`config.mk`:
```
export PLATFORM = sky130hd
export DESIGN_NAME = priority_encoder
export DESIGN_NICKNAME = d
export VERILOG_FILES = /design/src/rtl/priority_encoder_pkg.sv /design/src/rtl/priority_encoder_group.sv /design/src/rtl/priority_encoder.sv
export SDC_FILE = /design/constraint.sdc
export NUM_CORES = 1
export LEC_CHECK = 0
export CAP_MARGIN = 20
export CORE_AREA = 2 2 52 64
export CTS_BUF_LIST = sky130_fd_sc_hd__clkbuf_8
export CTS_CLUSTER_SIZE = 24
export DETAILED_ROUTE_END_ITERATION = 6
export DIE_AREA = 0 0 54 66
export PLACE_DENSITY = 0.8
export SYNTH_ARGS = -nofsm -noshare
export SYNTH_HDL_FRONTEND = slang
export SYNTH_SLANG_ARGS = --single-unit
```
`constraint.sdc`:
```
create_clock -name clk -period 2 [get_ports clk]
set_input_delay 0.6 -clock clk [delete_from_list [all_inputs] [get_ports clk]]
set_output_delay 0.6 -clock clk [all_outputs]
set_load 0.005 [all_outputs]
```
`src/rtl/priority_encoder_pkg.sv`:
```
// Shared definitions for the pipelined priority encoder (leading-zero counter).
// Popcount classes are used only when PRIORITY_ENCODER_ONEHOT_CHECK_EN is defined.
package priority_encoder_pkg;

  localparam int GROUPS = 4;

  typedef enum logic [1:0] {
    PC_ZERO = 2'd0,
    PC_ONE  = 2'd1,
    PC_MANY = 2'd2
  } pc_class_e;

  // Index width that never collapses to zero for tiny words.
  function automatic int idx_width(input int bits);
    int w;
    w = 1;
    for (int i = 1; i < 31; i++) begin
      if ((1 << i) < bits) w = i + 1;
    end
    return w;
  endfunction

endpackage

```
`src/rtl/priority_encoder_group.sv`:
```
// Combinational MSB-first find-first-one over one group of the input word.
// local_idx 0 refers to the group's most significant bit.
module priority_encoder_group #(
  parameter int GBITS = 8,
  parameter int LW    = $clog2(GBITS)
) (
  input  logic [GBITS-1:0] grp_data,
  output logic             found,
  output logic [LW-1:0]    local_idx
);

  always_comb begin
    found     = 1'b0;
    local_idx = '0;
    for (int i = 0; i < GBITS; i++) begin
      if (!found && grp_data[GBITS-1-i]) begin
        found     = 1'b1;
        local_idx = LW'(i);
      end
    end
  end

endmodule

```
`src/rtl/priority_encoder.sv`:
```
// Two-stage priority encoder with valid/ready on both sides; index = BITS-1-p of highest set bit.
// Define PRIORITY_ENCODER_ONEHOT_CHECK_EN to drive out_err for inputs without exactly one bit set.
module priority_encoder
  import priority_encoder_pkg::*;
#(
  parameter int BITS  = 32,
  parameter int WIDTH = idx_width(BITS)
) (
  input  logic             clk,
  input  logic             rst,
  input  logic [BITS-1:0]  in_data,
  input  logic             in_valid,
  output logic             in_ready,
  output logic [WIDTH-1:0] out_index,
  output logic             out_zero,
  output logic             out_valid,
  input  logic             out_ready,
  output logic             out_err
);

  localparam int GBITS = BITS / GROUPS;
  localparam int LW    = WIDTH - 2;

  typedef struct packed {
    logic [GROUPS-1:0]         found;
    logic [GROUPS-1:0][LW-1:0] lidx;
`ifdef PRIORITY_ENCODER_ONEHOT_CHECK_EN
    logic [GROUPS-1:0][1:0]    pc;
`endif
  } s1_t;

`ifdef PRIORITY_ENCODER_ONEHOT_CHECK_EN
  function automatic pc_class_e pc_class(input logic [GBITS-1:0] w);
    int n;
    n = 0;
    for (int i = 0; i < GBITS; i++) n += int'(w[i]);
    if (n == 0) return PC_ZERO;
    if (n == 1) return PC_ONE;
    return PC_MANY;
  endfunction
`endif

  logic [GROUPS-1:0]         grp_found;
  logic [GROUPS-1:0][LW-1:0] grp_lidx;

  s1_t              s1_new;
  s1_t              s1_p1_d, s1_p1_q;
  logic             vld_p1_d, vld_p1_q;
  logic             vld_p2_d, vld_p2_q;
  logic [WIDTH-1:0] idx_p2_d, idx_p2_q;
  logic             zero_p2_d, zero_p2_q;
  logic [1:0]       sel_g;

  logic s2_load;
  logic s1_adv;
  logic in_fire;

  assign s2_load  = !vld_p2_q || out_ready;
  assign s1_adv   = vld_p1_q && s2_load;
  assign in_ready = !rst && (!vld_p1_q || s2_load);
  assign in_fire  = in_valid && in_ready;

  // ---- Stage 1: per-group find-first-one; group 0 is the MSB group ----
  for (genvar g = 0; g < GROUPS; g++) begin : g_grp
    priority_encoder_group #(
      .GBITS(GBITS),
      .LW   (LW)
    ) u_grp (
      .grp_data (in_data[BITS-1-g*GBITS -: GBITS]),
      .found    (grp_found[g]),
      .local_idx(grp_lidx[g])
    );
  end

  always_comb begin
    s1_new       = '0;
    s1_new.found = grp_found;
    s1_new.lidx  = grp_lidx;
`ifdef PRIORITY_ENCODER_ONEHOT_CHECK_EN
    for (int g = 0; g < GROUPS; g++) begin
      s1_new.pc[g] = pc_class(in_data[BITS-1-g*GBITS -: GBITS]);
    end
`endif
    s1_p1_d  = in_fire ? s1_new : s1_p1_q;
    vld_p1_d = in_fire || (vld_p1_q && !s2_load);
  end

  always_ff @(posedge clk) begin
    s1_p1_q <= s1_p1_d;
  end

  // ---- Stage 2: pick the first group with a set bit ----
  always_comb begin
    sel_g = '0;
    for (int g = GROUPS - 1; g >= 0; g--) begin
      if (s1_p1_q.found[g]) sel_g = 2'(g);
    end
    vld_p2_d  = s2_load ? vld_p1_q : vld_p2_q;
    idx_p2_d  = s1_adv ? {sel_g, s1_p1_q.lidx[sel_g]} : idx_p2_q;
    zero_p2_d = s1_adv ? ~|s1_p1_q.found : zero_p2_q;
  end

  always_ff @(posedge clk or posedge rst) begin
    if (rst) begin
      vld_p1_q  <= 1'b0;
      vld_p2_q  <= 1'b0;
      idx_p2_q  <= '0;
      zero_p2_q <= 1'b0;
    end else begin
      vld_p1_q  <= vld_p1_d;
      vld_p2_q  <= vld_p2_d;
      idx_p2_q  <= idx_p2_d;
      zero_p2_q <= zero_p2_d;
    end
  end

`ifdef PRIORITY_ENCODER_ONEHOT_CHECK_EN
  logic err_p2_d, err_p2_q;
  logic err_sel;

  // Exactly one set bit overall means exactly one PC_ONE group and no PC_MANY group.
  always_comb begin
    int ones;
    logic many;
    ones = 0;
    many = 1'b0;
    for (int g = 0; g < GROUPS; g++) begin
      if (pc_class_e'(s1_p1_q.pc[g]) == PC_ONE)  ones++;
      if (pc_class_e'(s1_p1_q.pc[g]) == PC_MANY) many = 1'b1;
    end
    err_sel  = many || (ones != 1);
    err_p2_d = s1_adv ? err_sel : err_p2_q;
  end

  always_ff @(posedge clk or posedge rst) begin
    if (rst) begin
      err_p2_q <= 1'b0;
    end else begin
      err_p2_q <= err_p2_d;
    end
  end

  assign out_err = err_p2_q;
`else
  assign out_err = 1'b0;
`endif

  assign out_valid = vld_p2_q;
  assign out_index = idx_p2_q;
  assign out_zero  = zero_p2_q;

endmodule

```
==> metrics, run 1 <==
leading cell types by count after synthesis 24 x sky130_fd_sc_hd__nor2_1, 16 x sky130_fd_sc_hd__edfxtp_1, 13 x sky130_fd_sc_hd__o21ai_0, 10 x sky130_fd_sc_hd__nand2_1, 8 x sky130_fd_sc_hd__dfrtp_1; main area contributors after synthesis sky130_fd_sc_hd__edfxtp_1 36%, sky130_fd_sc_hd__dfrtp_1 15%, sky130_fd_sc_hd__nor2_1 6.7%; EDFF count, synth 16; combinational share of power 21.5%; hold_ws 0.5070 ns; Yosys cell types 29; count of buffers from port buffering 43; number of clock sinks 24; insertion delay to the later sink of the worst-skew pair 0.26 ns; Worst setup EP type flip-flop; fraction of the core area covered by cells at the end of the flow 70.88%; post-layout total power 1.291 mW; Synth Flop Type sky130_fd_sc_hd__edfxtp_1; final setup violation count 0; Worst Setup SP in_data[30]; most numerous cell in the Yosys netlist sky130_fd_sc_hd__nor2_1; arrival time reported for the critical path endpoint 2.09 ns; Vert. Die Dim 66 um; switching share of power 22.23%; fmax 506.9 MHz; share of total power in the clock network 32.4%; number of vias per cell 5.804; worst r2r src out_valid; number of nets in the synthesized netlist 175; count of maximum capacitance violations 0; initial core utilization 45.33%; XOR/XNOR Fraction of Synth Area 0%; count of warnings emitted by yosys 0; TritonCTS clock tree done; LEAKAGE 0.8342 nW; Async SR Flop Fraction 33.33%; total net switching power 287.0 uW; number of nets with antenna violations after detailed routing 0; post-synthesis adder-cell area fraction 0%; global-route wire length before repair 6341 um; Final Critical Period 1.973 ns; layout-stage area growth over the synthesis result 56.36%; share of the cycle needed by the critical path after routing 98.63%; r2r endpoint s1_p1_q[14]; Peak supply drop 0.0003597 V; post-CTS clock slew at the launch and capture registers of the worst setup and hold paths 0.08 ns; HPWL after detailed placement 3018 um; number of storage elements in the synthesis netlist 24; share of synthesized cell area in and, or, nand and nor gates 25.63%; number of antenna violations at the first check in global routing 0; Fillers 223; mux share of post-synthesis cell area 0%; die area 3564 sq um; first-pass detailed-route iteration total 5; Routed WL 3826 um; Layout Cell Area excl Fill 2107 sq um; total count of hold-check failures in the final report 0; minimum setup slack among reg-to-reg paths 0.48 ns; CTS Root Buffer Type sky130_fd_sc_hd__clkbuf_8; core area 2973 sq um; post-DR wirelength/cell 15.62 um; power per cell area 612.8 nW/um^2; Synth Area in Compound Gates 20.24%; Die X-Extent 54 um; top-area cell type share of the netlist area 35.65%; weighted congestion reported at the end of routability-driven placement 0.7602; post-cts hold buffer count 0; maximum net fanout on the critical path 2; startpoint types input port; CTS Buf Count 3; logic depth of the worst register-to-register path 5; cell-internal power 1.004 mW; antenna diode count 0; post-route setup TNS 0 ns; I/O pin count 45; type of the setup path with the least slack in2reg; dominant combinational cell family by area after synthesis simple AND/OR/NAND/NOR gates; standard-cell row count 22; mean area per synthesized cell 9.695 sq um; Remaining Overflow, GRT 0; cell area reported after detailed placement 2019 sq um; share of the yosys chip area belonging to registers 50.51%; Via Count 1422; portion of total power attributed to sequential cells 46.1%; type of the most critical hold path reg2reg; worst-case clock skew 0.003920 ns; run status finished, final reports clean; proportion of layout cells with a drive suffix above 1 21.53%; number of nets in the layout 246; remaining design rule violation count 0; worst endpoint required time 2.11 ns; maximum number of pins on one net before global-route repair 17; Max Transition Viols Final 0; global-route total usage across every layer 24.07%; library cell with the largest summed area after synthesis sky130_fd_sc_hd__edfxtp_1; gate count after technology mapping 139; mapped cell area 1348 sq um; H-tree levels 1; via count of the first global-routing pass 1518; drt first-iter violations 43; clock buffer depth 2; end of the critical path s1_p1_q[0]
worst min-delay path by stage:
stage	start	endpoint	slack, ns	cells past startpoint
finish	out_index[1]	out_index[1]	0.51	1
global route	out_index[1]	out_index[1]	0.55	1
global placement	out_index[1]	out_index[1]	0.48	1
detailed placement	out_index[1]	out_index[1]	0.49	1
floorplan	rst	out_index[0]	0.42	1
CTS	out_index[1]	out_index[1]	0.50	1
registers in the layout, summed over array words and instances (netlist names):
signal	flops
out_index	5
out_valid	1
out_zero	1
s1_p1_q	16
vld_p1_q	1
power groups by stage:
stage          combinational [mW]  clock (mW)  sequential (mW)
3_5_place_dp                0.280           0            0.604
5_1_grt                     0.303       0.438            0.599
3_3_place_gp                0.264           0            0.602
6_report                    0.277       0.419            0.595
2_1_floorplan              0.0911           0            0.594
4_1_cts                     0.274       0.415            0.594
cell usage in the layout, fill, tap and decap left out, types with 2 or more instances in the layout:
master	count
sky130_fd_sc_hd__clkbuf_8	3
sky130_fd_sc_hd__a211oi_1	4
sky130_fd_sc_hd__buf_4	27
sky130_fd_sc_hd__a21oi_1	5
sky130_fd_sc_hd__or4b_4	2
sky130_fd_sc_hd__a32oi_1	3
sky130_fd_sc_hd__nor3_1	5
sky130_fd_sc_hd__o21ai_0	13
sky130_fd_sc_hd__nand3_1	2
sky130_fd_sc_hd__clkdlybuf4s15_1	8
sky130_fd_sc_hd__nor2b_1	5
sky130_fd_sc_hd__edfxtp_1	16
sky130_fd_sc_hd__dfrtp_1	8
sky130_fd_sc_hd__nor3b_1	2
sky130_fd_sc_hd__nand2_1	10
sky130_fd_sc_hd__o21bai_1	2
sky130_fd_sc_hd__nor2_1	24
sky130_fd_sc_hd__or2b_1	4
sky130_fd_sc_hd__dlygate4sd2_1	8
sky130_fd_sc_hd__o2111ai_1	2
sky130_fd_sc_hd__or4b_1	2
sky130_fd_sc_hd__inv_1	6
sky130_fd_sc_hd__clkdlybuf4s50_1	25
sky130_fd_sc_hd__a221oi_1	2
sky130_fd_sc_hd__a21oi_2	2
sky130_fd_sc_hd__or4_4	4
sky130_fd_sc_hd__o221a_2	2
metal layers:
layer  track usage [%]  vias up  part of all wire, %
li1                  -      663                    -
met1             21.93      682                   32
met2             48.32       63                   61
met3             1.357       14                  3.6
met4             14.37        0                  3.4
met5                 0        -                    0
what timing repair did:
| item | CTS | global route |
|---|---|---|
| endpoints found under the setup margin | 7 | 5 |
| resized for setup | 26 | 8 |
| hold endpoints to repair | 0 | 0 |
| pin swaps | 12 | 11 |
| gates cloned | 0 | 0 |
| buffers inserted | 1 | 0 |
per-stage QoR:
stage | worst slack (ns) | cells
2_1_floorplan | 0.04605 | 139
4_1_cts | 0.0002578 | 245
3_5_place_dp | -0.4781 | 240
6_report | 0.02735 | 245
5_1_grt | -0.003477 | 245
3_3_place_gp | -0.4005 | 240
cell families after synthesis:
logic type / after synthesis
AO/OA/AOI/OAI: 40
buffers and inverters: 11
flip-flops: 24
other: 1
AND/OR/NAND/NOR: 63
layout make-up:
type / instances / area (sq um) / share of cell area, %
repair buffers: 71 / 640.6 / 30.40
clock inverters: 1 / 30.03 / 1.425
inverters: 6 / 22.52 / 1.069
flip-flops and latches: 24 / 680.7 / 32.30
well taps: 36 / 45.04 / 2.138
clock buffers: 3 / 41.29 / 1.960
multi-input cells: 104 / 646.9 / 30.70
worst max-delay path, stage by stage:
cell and delay, ns:
sky130_fd_sc_hd__dlygate4sd2_1 0.25, sky130_fd_sc_hd__or4_4 0.52, sky130_fd_sc_hd__or4b_4 0.53, sky130_fd_sc_hd__a32oi_1 0.20
(Power assumes the default switching activity.)
==> inputs of run 2 (changes only) <==
- CTS_CLUSTER_DIAMETER: not set -> 30
==> results of run 2 <==
No change in the layout: final DEF, timing and power equal those of run 1.
